`src/rtl/mod_crit_latch_bank.sv`:
```
// Multi-channel latch bank: words stay frozen while crit is high, and writes made during the window are committed together when it closes.
// Optional hold-timeout watchdog is built when CRIT_LATCH_TIMEOUT_EN is defined.

module critLatchLane #(
    parameter int WIDTH = 8
) (
    input  logic             clk,
    input  logic             rst,
    input  logic             directWr,
    input  logic             shadowWr,
    input  logic             commit,
    input  logic [WIDTH-1:0] wrData,
    output logic [WIDTH-1:0] word,
    output logic             pend,
    output logic             overHit
);
    logic [WIDTH-1:0] shadow;

    always_ff @(posedge clk or posedge rst) begin
        if (rst) begin
            word   <= '0;
            shadow <= '0;
            pend   <= 1'b0;
        end else begin
            // A direct write in the commit cycle is newer than the shadow, so it wins
            if (directWr)
                word <= wrData;
            else if (commit && pend)
                word <= shadow;
            if (shadowWr)
                shadow <= wrData;
            if (commit)
                pend <= 1'b0;
            else if (shadowWr)
                pend <= 1'b1;
        end
    end

    assign overHit = shadowWr & pend;
endmodule

module mod_crit_latch_bank #(
    parameter int WIDTH    = 8,
    parameter int CHANNELS = 4,
    parameter int HOLD_MAX = 255
) (
    input  logic                        clk,
    input  logic                        rst,
    input  logic                        crit,
    input  logic                        wr_en,
    input  logic [$clog2(CHANNELS)-1:0] wr_sel,
    input  logic [WIDTH-1:0]            wr_data,
    output logic [CHANNELS*WIDTH-1:0]   dataOut,
    output logic [CHANNELS-1:0]         pending,
    output logic                        overflow,
    output logic                        timeout
);
    localparam int SW = $clog2(CHANNELS);
    localparam logic [SW:0] CH_LIM = CHANNELS[SW:0];

    localparam logic [1:0] OPEN   = 2'd0;
    localparam logic [1:0] HOLD   = 2'd1;
    localparam logic [1:0] COMMIT = 2'd2;

    typedef struct packed {
        logic             en;
        logic [SW-1:0]    sel;
        logic [WIDTH-1:0] data;
    } wrReq_t;

    wrReq_t req;
    logic   selOk;
    logic   forceCommit;
    logic [1:0] state, nextState;
    logic [CHANNELS-1:0][WIDTH-1:0] words;
    logic [CHANNELS-1:0] selHit, overHit;

    assign req   = {wr_en, wr_sel, wr_data};
    assign selOk = req.en && ({1'b0, req.sel} < CH_LIM);

    always_comb begin
        nextState = state;
        case (state)
            OPEN:    nextState = crit ? HOLD : OPEN;
            HOLD:    nextState = (!crit || forceCommit) ? COMMIT : HOLD;
            COMMIT:  nextState = crit ? HOLD : OPEN;
            default: nextState = OPEN;
        endcase
    end

    always_ff @(posedge clk or posedge rst) begin
        if (rst)
            state <= OPEN;
        else
            state <= nextState;
    end

    genvar i;
    generate
        for (i = 0; i < CHANNELS; i++) begin : gLane
            localparam logic [SW-1:0] IDX = SW'(i);
            assign selHit[i] = selOk && (req.sel == IDX);
            critLatchLane #(.WIDTH(WIDTH)) uLane (
                .clk      (clk),
                .rst      (rst),
                .directWr (selHit[i] && (state != HOLD)),
                .shadowWr (selHit[i] && (state == HOLD)),
                .commit   (state == COMMIT),
                .wrData   (req.data),
                .word     (words[i]),
                .pend     (pending[i]),
                .overHit  (overHit[i])
            );
        end
    endgenerate

    assign dataOut = words;

    // Flags survive a forced commit that re-enters HOLD; only a real return to OPEN clears them
    always_ff @(posedge clk or posedge rst) begin
        if (rst)
            overflow <= 1'b0;
        else if (state == COMMIT && nextState == OPEN)
            overflow <= 1'b0;
        else if (|overHit)
            overflow <= 1'b1;
    end

`ifdef CRIT_LATCH_TIMEOUT_EN
    localparam int CW = $clog2(HOLD_MAX + 1);
    localparam logic [CW-1:0] HMAX = HOLD_MAX[CW-1:0];

    logic [CW-1:0] holdCnt, holdNext;

    assign holdNext    = holdCnt + 1'b1;
    assign forceCommit = (state == HOLD) && (holdNext == HMAX);

    always_ff @(posedge clk or posedge rst) begin
        if (rst)
            holdCnt <= '0;
        else if (state == HOLD && !forceCommit)
            holdCnt <= holdNext;
        else
            holdCnt <= '0;
    end

    always_ff @(posedge clk or posedge rst) begin
        if (rst)
            timeout <= 1'b0;
        else if (state == COMMIT && nextState == OPEN)
            timeout <= 1'b0;
        else if (forceCommit)
            timeout <= 1'b1;
    end
`else
    assign forceCommit = 1'b0;
    // Without the watchdog HOLD_MAX has no effect; this folds to a constant 0
    assign timeout     = (HOLD_MAX < 1);
`endif
endmodule

```
`config.mk`:
```
export PLATFORM = sky130hd
export DESIGN_NAME = mod_crit_latch_bank
export DESIGN_NICKNAME = d
export VERILOG_FILES = /design/src/rtl/mod_crit_latch_bank.sv
export SDC_FILE = /design/constraint.sdc
export NUM_CORES = 1
export LEC_CHECK = 0
export CAP_MARGIN = 15
export CORE_UTILIZATION = 51
export CTS_BUF_LIST = sky130_fd_sc_hd__clkbuf_4
export CTS_CLUSTER_DIAMETER = 150
export CTS_CLUSTER_SIZE = 12
export DETAILED_ROUTE_END_ITERATION = 8
export MAX_ROUTING_LAYER = met4
export PLACE_DENSITY = 0.75
export SLEW_MARGIN = 20
export SYNTH_ARGS = -nofsm -noshare
export SYNTH_HDL_FRONTEND = slang
export SYNTH_SLANG_ARGS = --single-unit
```
`constraint.sdc`:
```
create_clock -name clk -period 4.1 [get_ports clk]
set_clock_uncertainty 0.2 [all_clocks]
set_input_delay 0.82 -clock clk [delete_from_list [all_inputs] [get_ports clk]]
set_output_delay 0.82 -clock clk [all_outputs]
set_load 0.1 [all_outputs]
```
Yosys cells after proc, flatten, opt, wreduce, memory -nomap -nowiden
Index checks and enable logic that the tools add are counted.
{"block": "word_totals", "inputBits": 14, "out_inout_bits": 38, "reg_bits": 71}
{"block": "classes", "muxes": 21, "reduce_logical": 31, "bitwise": 4, "n_eq_ne": 6}
{"operator": "two-way mux 8 bit", "count": 8}
{"operator": "nonzero test 2 bit", "count": 9}
{"operator": "logical AND 1 bit", "count": 17}
{"operator": "two-way mux 1 bit", "count": 11}
{"operator": "== test 2 bit, second input constant", "count": 3}
{"operator": "logical NOT 2 bit", "count": 3}
{"operator": "bitwise AND 1 bit", "count": 4}
{"operator": "== test 2 x 1 -> 1 bit, second input constant", "count": 2}
{"operator": "case mux 2 bit (2 select lines)", "count": 1}
{"operator": "OR reduction 4 bit", "count": 1}
{"operator": "two-way mux 2 bit", "count": 1}
{"operator": "!= test 2 x 1 -> 1 bit, second input constant", "count": 1}
{"operator": "OR reduction 2 bit", "count": 1}

Longest topological paths before layout
Gate-level depths: netlist of run 1.
{"block": "depth", "word_depth": 7, "depth_mapped": 6, "mapped_depth_nobuf": 3}

By module
A second synthesis of run 1 with hierarchy kept.
{"block": "unflattened", "cells_unflattened": 298, "area_unflattened_um2": 3410.8}
{"module": "critLatchLane", "area_per_inst_um2": 798.3, "cells_per_inst": 68, "seq_area_each_um2": 425.4, "instances": 4}
{"module": "mod_crit_latch_bank", "area_per_inst_um2": 217.7, "cells_per_inst": 26, "seq_area_each_um2": 75.1, "instances": 1}

Worst setup path before layout of run 1
No wires, ideal clock.
{"block": "synth_path", "kind": "input to register", "startpoint": "input wr_sel[1]", "endpoint": "register gLane[0].uLane.word[7]", "arrival_time_ns": 1.859, "setup_slack_ns": 1.916, "n_path_buf": 2, "path_stages": 5, "cell_sequence": "nand2b_1 buf_2 or3_1 buf_2 mux2_4"}
{"block": "synth_via", "elab_chain_cells": 4}
{"item": "from (decl)", "line": "51", "source": "input logic [$clog2(CHANNELS)-1:0] wr_sel,"}
{"item": "logical NOT 2 bit (*)", "line": "102", "source": "assign selHit[i] = selOk && (req.sel == IDX);"}
{"item": "logical AND 1 bit (*)", "line": "102"}
{"item": "logical AND 1 bit (*)", "line": "106", "source": ".directWr (selHit[i] && (state != HOLD)),"}
{"item": "two-way mux 8 bit / nonzero test 2 bit (equally long branches)"}
{"item": "to (signal assigned)", "line": "27", "source": "word <= wrData;"}
{"item": "to (signal assigned)", "line": "29", "source": "word <= shadow;"}
{"item": "to (decl)", "line": "13", "source": "output logic [WIDTH-1:0] word,"}
Mark *: on every way between the ends. The rest lies on a longest branch, timed or not.
A chain may end at the register's enable or synchronous reset.

Worst setup path in the final report of run 1
{"block": "layout_path", "startpoint": "register gLane[2].uLane.pend", "endpoint": "output pending[2]"}
{"item": "from (decl)", "line": "14", "source": "output logic pend,"}
{"item": "from (signal assigned)", "line": "23", "source": "pend <= 1'b0;"}
{"item": "from (signal assigned)", "line": "33", "source": "pend <= 1'b0;"}
{"item": "from (signal assigned)", "line": "35", "source": "pend <= 1'b1;"}
{"item": "to (decl)", "line": "54", "source": "output logic [CHANNELS-1:0] pending,"}
No word-level cell between the ends.

==> results of run 1 <==
==> placed cells by master (no fill, tap or decap), types with 5 or more instances in the layout <==
cell type / n
mux2_4: 9
clkbuf_4: 9
clkdlybuf4s50_1: 50
a21oi_1: 13
dfrtp_1: 71
nand3b_1: 5
mux2i_1: 13
nor4_1: 13
mux2_2: 62
==> worst paths after layout <==
path                                                 startpoint                              endpoint  slack (ns)
max                             gLane[2].uLane.pend$_DFFE_PP0P_                            pending[2]        1.07
min in group asynchronous                                   rst    gLane[1].uLane.word[3]$_DFFE_PP0P_        0.79
max reg2reg                                  state[0]$_DFF_PP0_    gLane[1].uLane.word[6]$_DFFE_PP0P_        2.00
max in group asynchronous                                   rst  gLane[3].uLane.shadow[1]$_DFFE_PP0P_        2.36
min reg2reg                gLane[3].uLane.shadow[3]$_DFFE_PP0P_  gLane[3].uLane.shadow[3]$_DFFE_PP0P_        0.31
min                        gLane[3].uLane.shadow[3]$_DFFE_PP0P_  gLane[3].uLane.shadow[3]$_DFFE_PP0P_        0.31
==> power by group <==
| part | switching (mW) | internal [mW] |
|---|---|---|
| Sequential | 0.112 | 0.901 |
| Combinational | 1.09 | 0.436 |
| Clock | 0.237 | 0.113 |
==> logic make-up after synthesis <==
family | Yosys count | synth area share, %
AO/OA/AOI/OAI | 20 | 3.921
buffers and inverters | 19 | 3.649
flip-flops | 71 | 55.12
multiplexers | 84 | 29.89
other | 1 | 0.1163
AND/OR/NAND/NOR | 35 | 7.298
==> stage by stage <==
stage               power, mW  utilization (%)  instances
floorplan               2.227                -        230
global placement        2.535            62.01        339
detailed placement      2.558            62.01        339
CTS                     2.905            63.62        354
global route            2.998            63.62        354
finish                  2.888            63.62        354
==> state kept, by name (all words and copies together) (netlist names) <==
| register | count |
|---|---|
| gLane.uLane.word | 32 |
| gLane.uLane.pend | 4 |
| overflow | 1 |
| state | 2 |
| gLane.uLane.shadow | 32 |
==> layout make-up <==
cell class	instances	area [µm²]
clock buffer	9	67.56
clock inverter	6	28.78
fill	473	2180
inverter	2	7.507
multi-input combinational	140	1329
sequential	71	1777
tap	75	93.84
timing repair buffer	51	508.0
==> routing by layer <==
layer	track usage [%]	vias to the layer above	routed length, µm
met5	-	-	0
met4	9.286	0	99
met3	4.778	9	285
met2	32.08	62	2936
met1	31.45	977	3171
li1	-	931	-
==> flow_summary.toml, run 1 <==
[outcome]
status = "completed"

[yosys]
ys_seq_elements = 71
yosysTopAreaCell = "dfrtp_1"
postSynthAreaPerCell_um2 = 14.01
synth-edff-count = 0
synth_cell_type_count = 30
synth.area.top_cells = "dfrtp_1 (55%), mux2_2 (22%), mux2_4 (4.2%)"
netlist_top_cells_count = "dfrtp_1 (71), mux2_2 (62), a21oi_1 (13), mux2i_1 (13), nor4_1 (13)"
ys_seq_area_share_pct = 55.12
syn_inst = 230
async_flop_share_pct = 100.0
synth.most_common_cell = "dfrtp_1"
synthDominantCellAreaShare_pct = 55.12
syn-cell-area_um2 = 3223
synthFlopType = "dfrtp_1"
synth.net_count = 244
synth_warnings = 0

[timing]
finalMaxSlewViolations = 0
tightest_slew_ns = 0.9808
finalHoldViolCount = 0
period_minus_slack_ns = 3.035
setup_viol = 0
timing.final.crit_share_pct = 74.02
relSlewSlack_pct = 34.41
whs_ns = 0.3106
setup_slack_ns = 1.065
tns_ns = 0
rsz0062_at_grt = "false"
max_freq_ghz = 0.3295

[floorplan]
die_h_um = 81.50
start_util_pct = 53.80
num_rows = 28
die_area_um2 = 6641
io_pins = 52
coreArea_um2 = 5991
die_x_um = 81.50

[power_and_ir_drop]
power_density_nw_per_um2 = 757.6
ir_worst_vdd_v = 0.0004623
leakagePower_nw = 1.699

[placement]
io_buffer_count = 50
place_ws_ns = 0.9471
placed_area_um2 = 3715
hpwl_um = 4148
place.gp.congestion = 0.7458

[global_routing]
grt_pass1_vias = 2018
grt_max_degree = 72
antenna_found_initial = 0
grt.total_usage_pct = 22.58
grt_pass1_wl_um = 10370
overflow = 0

[layout]
antenna_cells = 0
area_growth_syn_to_layout_pct = 18.25
drive_above_1_share_pct = 32.62
design_area_um2 = 3811
layout.nets = 289

[drt]
drc_errors = 0
vias = 1979
antenna_left = 0
drtIter0Drc = 143
drt-total-wl_um = 6492
wl_per_cell_um = 18.34
drt_pass1_iterations = 4
vias_per_cell = 5.590

[setup_path]
path_depth = 1
path_cells = "clkdlybuf4s50_1"
critPathKind = "reg2out"
critPathBufInv = 1
cp-end-kind = "output port"
cp_max_fo = 4
cp_top_family = "buffers and inverters"
cp_data_required_time_ns = 3.08
crit_arrival_ns = 2.01
cpPeakStageDelay_ns = 1.16
critical-path-slowest-cell = "clkdlybuf4s50_1"
rr_worst_depth = 3
cp-start-kind = "flop"

[clocking]
cts_tree = "yes"
h-tree-depth = 3
cts.sinks = 71
cts_hold_buf = 0
clock_path_buffers = 2
path_clk_slew_ns = 0.11
ctsResizeCount = 0
clock-root-buffer = "clkbuf_4"
postCtsSetupRepairBufs = 0
clk_latency_ns = 0.41
cts-buffers-inserted = 9

[min_path]
worstHoldPathType = "reg2reg"
hold_depth = 1

[flow_run]
maxCapViolCount = 0
Power figures use the tool's default switching activity.
==> run 2, diff against run 1 <==
- clock period: 4.1 -> 2.82 ns (I/O delays scaled with it)
==> flow_summary.toml, run 2 (same netlist as run 1, synthesis figures left out) <==
[outcome]
status = "completed"

[clocking]
path_clk_slew_ns = 0.10
cts_hold_buf = 0
cts_tree = "yes"
clock-root-buffer = "clkbuf_4"
postCtsSetupRepairBufs = 0
ctsResizeCount = 0
cts-buffers-inserted = 9
cts.sinks = 71
h-tree-depth = 3
clock_path_buffers = 2
clk_latency_ns = 0.41

[setup_path]
cpPeakStageDelay_ns = 0.62
critPathBufInv = 1
rr_worst_depth = 3
cp_data_required_time_ns = 2.91
rr_startpoint = "state[0]$_DFF_PP0_"
path_cells = "clkdlybuf4s50_1 -> nand2b_1 -> or3b_1 -> mux2_4"
reg2reg_slack_ns = 0.83
cp-start-kind = "input pin"
cp-endpoint = "gLane[1].uLane.word[2]$_DFFE_PP0P_"
crit_arrival_ns = 2.28
path_depth = 4
cp_max_fo = 8
reg2reg_to = "gLane[1].uLane.word[2]$_DFFE_PP0P_"
cp-end-kind = "flop"
critPathKind = "in2reg"
cp_top_family = "simple AND/OR/NAND/NOR gates"
critical-path-slowest-cell = "or3b_1"
crit_start = "wr_sel[1]"

[timing]
tightest_slew_ns = 0.5376
setup_viol = 0
finalHoldViolCount = 0
tns_ns = 0
timing.final.crit_share_pct = 77.71
period_minus_slack_ns = 2.191
setup_slack_ns = 0.6287
rsz0062_at_grt = "false"
finalMaxSlewViolations = 0
relSlewSlack_pct = 64.16
max_freq_ghz = 0.4563

[global_routing]
overflow = 0
grt_pass1_vias = 2090
antenna_found_initial = 0
grt_max_degree = 72
grt_pass1_wl_um = 10900
grt.total_usage_pct = 23.55

[drt]
drc_errors = 0
drtIter0Drc = 113
antenna_left = 0
vias = 2042
wl_per_cell_um = 18.15
drt_pass1_iterations = 4
drt-total-wl_um = 6608
vias_per_cell = 5.610

[min_path]
worstHoldPathType = "reg2reg"

[placement]
io_buffer_count = 50
place.gp.congestion = 0.7758
place_ws_ns = 0.2052
hpwl_um = 4466

[layout]
drive_above_1_share_pct = 48.10
layout_commonest_cell = "dfrtp_1"
final_cell_mix = "dfrtp_1 (71), mux2_2 (62), buf_4 (48)"
antenna_cells = 0
area_growth_syn_to_layout_pct = 18.28
fillers = 466
reg.largest.list = "gLane.uLane.shadow (32), gLane.uLane.word (32), gLane.uLane.pend (4)"
layout.nets = 300

[floorplan]
die_x_um = 81.50
die_area_um2 = 6641
start_util_pct = 53.80
num_rows = 28
io_pins = 52
coreArea_um2 = 5991
die_h_um = 81.50

[power_and_ir_drop]
ir_worst_vdd_v = 0.0007300
leakagePower_nw = 1.793
power_density_nw_per_um2 = 1092

[flow_run]
maxCapViolCount = 0
run 2: layout make-up:
| type | count | area, µm² | share of cell area (%) |
|---|---|---|---|
| timing repair buffer | 62 | 510.5 | 13.39 |
| clock inverter | 3 | 12.51 | 0.3282 |
| clock buffer | 11 | 82.58 | 2.166 |
| tap | 75 | 93.84 | 2.461 |
| sequential | 71 | 1777 | 46.60 |
| inverter | 2 | 7.507 | 0.1969 |
| multi-input combinational | 140 | 1329 | 34.85 |
run 2: worst register-to-register path: stages (launching register included):
cell	delay, ns
dfrtp_1	0.49
nor2b_4	0.17
or3b_1	0.62
mux2_4	0.39
run 2: worst min path at each step:
stage / slack [ns] / from / cells past startpoint / end
after floorplan: 0.28 / gLane[0].uLane.shadow[7]$_DFFE_PP0P_ / 1 / gLane[0].uLane.shadow[7]$_DFFE_PP0P_
after global placement: 0.28 / gLane[0].uLane.shadow[7]$_DFFE_PP0P_ / 1 / gLane[0].uLane.shadow[7]$_DFFE_PP0P_
after detailed placement: 0.29 / gLane[1].uLane.shadow[4]$_DFFE_PP0P_ / 1 / gLane[1].uLane.shadow[4]$_DFFE_PP0P_
after CTS: 0.31 / gLane[1].uLane.shadow[4]$_DFFE_PP0P_ / 1 / gLane[1].uLane.shadow[4]$_DFFE_PP0P_
after global routing: 0.32 / gLane[1].uLane.shadow[3]$_DFFE_PP0P_ / 1 / gLane[1].uLane.shadow[3]$_DFFE_PP0P_
final: 0.31 / gLane[0].uLane.shadow[1]$_DFFE_PP0P_ / 1 / gLane[0].uLane.shadow[1]$_DFFE_PP0P_
run 2: metrics by stage:
step | power (mW) | std cells | hold WS [ns] | utilization (%) | area, µm²
after floorplan | 3.238 | 230 | 0.2754 | - | 3223
after detailed placement | 3.684 | 350 | 0.2920 | 62.05 | 3717
after CTS | 4.190 | 364 | 0.3145 | 63.64 | 3812
after global placement | 3.640 | 350 | 0.2836 | 62.05 | 3717
final | 4.162 | 364 | 0.3140 | 63.64 | 3812
after global routing | 4.338 | 364 | 0.3228 | 63.64 | 3812
run 2: layer usage:
layer | global-route usage [%] | vias up | wire, µm
li1 | - | 949 | -
met1 | 31.13 | 1028 | 3086
met2 | 35.83 | 55 | 3159
met3 | 4.222 | 10 | 265
met4 | 9.821 | 0 | 97
met5 | - | - | 0
run 2: power breakdown:
group          total, mW  switching [mW]  leakage (nW)  internal, mW
combinational       2.17            1.59         0.889         0.581
sequential          1.48           0.168         0.847          1.31
clock              0.513           0.328        0.0577         0.185
total               4.16            2.09          1.79          2.08
==> run 3, diff against run 2 <==
- clock period: 2.82 -> 2.2 ns (I/O delays scaled with it)
==> flow_summary.toml, run 3 (same netlist as run 1, synthesis figures left out) <==
[clocking]
ctsResizeCount = 0
cts.sinks = 71
clock-root-buffer = "clkbuf_4"
h-tree-depth = 3
path_clk_slew_ns = 0.12
cts_hold_buf = 0
postCtsSetupRepairBufs = 0
clk_latency_ns = 0.42
clock_path_buffers = 2
cts_tree = "yes"
cts-buffers-inserted = 9

[layout]
antenna_cells = 0
drive_above_1_share_pct = 50.66
reg.largest.list = "gLane.uLane.shadow (32), gLane.uLane.word (32), gLane.uLane.pend (4)"
fin_cells = 377
seqCellArea_um2 = 1777
fillers = 452
layout_commonest_cell = "dfrtp_1"
area_growth_syn_to_layout_pct = 25.19
layout.nets = 311
multiInputGateArea_um2 = 1329
post-route-util_pct = 67.36
final_cell_mix = "dfrtp_1 (71), mux2_2 (62), buf_4 (51)"

[floorplan]
start_util_pct = 53.80
die_x_um = 81.50
die_area_um2 = 6641
num_rows = 28
coreArea_um2 = 5991
die_h_um = 81.50
io_pins = 52

[drt]
drt-total-wl_um = 6846
drc_errors = 0
wl_per_cell_um = 18.16
vias = 2095
antenna_left = 0
drt_pass1_iterations = 4
vias_per_cell = 5.557
drtIter0Drc = 83

[global_routing]
grt_pass1_vias = 2107
grt_pass1_wl_um = 11050
grt_max_degree = 32
overflow = 0
antenna_found_initial = 0
grt.total_usage_pct = 24.09

[placement]
hpwl_um = 4854
io_buffer_count = 50
dp_cells = 361
place.gp.congestion = 0.8076

[setup_path]
critPathKind = "reg2reg"
cp_top_family = "multiplexers"
path_cells = "nand3b_1 -> mux2_2 -> mux2_4"
cp-end-kind = "flop"
cp_max_fo = 9
cpPeakStageDelay_ns = 0.49
cp_data_required_time_ns = 2.32
cp-start-kind = "flop"
critPathBufInv = 0
crit_arrival_ns = 2.02
critical-path-slowest-cell = "dfrtp_1"

[timing]
finalHoldViolCount = 0
setup_viol = 0
finalMaxSlewViolations = 0
rsz0062_at_grt = "false"
timing.final.crit_share_pct = 86.58
max_freq_ghz = 0.5250
period_minus_slack_ns = 1.905

[min_path]
worstHoldPathType = "in2async"

[power_and_ir_drop]
ir_worst_vdd_v = 0.0009705
fin_total_pwr_mw = 5.561
power_density_nw_per_um2 = 1378
leakagePower_nw = 1.893

[flow_run]
maxCapViolCount = 0

[outcome]
status = "completed"
## run 3: cell count changes in the layout (fill, tap and decap cells not counted), sizes merged
cell	before	now
clkinvlp	0	1
buf	49	60
bufinv	0	1
inv	2	1
clkinv	3	4
## run 3: area by class of cell
class | count | area share, %
sequential | 71 | 44.03
clock buffer | 11 | 2.047
timing repair buffer | 73 | 17.18
tap | 75 | 2.326
multi-input combinational | 140 | 32.93
clock inverter | 5 | 1.209
inverter | 2 | 0.2791
## run 3: worst paths after layout
| path | from | end | slack, ns | cells past startpoint |
|---|---|---|---|---|
| min | rst | gLane[1].uLane.word[7]$_DFFE_PP0P_ | 0.14 | 2 |
| max | state[0]$_DFF_PP0_ | gLane[1].uLane.word[3]$_DFFE_PP0P_ | 0.30 | 3 |
| min in group clk | gLane[3].uLane.shadow[4]$_DFFE_PP0P_ | gLane[3].uLane.shadow[4]$_DFFE_PP0P_ | 0.31 | 1 |
| max in group asynchronous | rst | overflow$_DFFE_PP0P_ | 1.19 | 3 |
| min reg2reg | gLane[3].uLane.shadow[4]$_DFFE_PP0P_ | gLane[3].uLane.shadow[4]$_DFFE_PP0P_ | 0.31 | 1 |
| max reg2reg | state[0]$_DFF_PP0_ | gLane[1].uLane.word[3]$_DFFE_PP0P_ | 0.30 | 3 |
## run 3: where the power goes
part	switching, mW	internal, mW	leakage (nW)	total, mW
registers	0.230	1.68	0.847	1.91
clock network	0.451	0.364	0.0780	0.815
logic	2.04	0.799	0.968	2.84
total	2.72	2.84	1.89	5.56
## run 3: layer usage
| layer | track usage, % | vias up | part of all wire, % |
|---|---|---|---|
| li1 | - | 971 | - |
| met1 | 31.68 | 1055 | 47 |
| met2 | 35.17 | 53 | 46 |
| met3 | 5.000 | 16 | 4.4 |
| met4 | 12.50 | 0 | 2.7 |
| met5 | - | - | 0 |
## run 3: worst register-to-register path: stages (launching register included)
cell and delay, ns:
dfrtp_1 0.49, nand3b_1 0.45, mux2_2 0.40, mux2_4 0.26
## run 3: per-stage QoR
stage / setup WS [ns] / area, µm² / TNS (ns) / hold slack, ns
2_1_floorplan: 0.3687 / 3227 / 0 / 0.2754
3_3_place_gp: -0.02793 / 3904 / -0.3113 / 0.2863
3_5_place_dp: -0.04956 / 3904 / -0.6856 / 0.2917
4_1_cts: 0.2552 / 4035 / 0 / 0.1375
5_1_grt: 0.2006 / 4035 / 0 / 0.1567
6_report: 0.2952 / 4035 / 0 / 0.1371
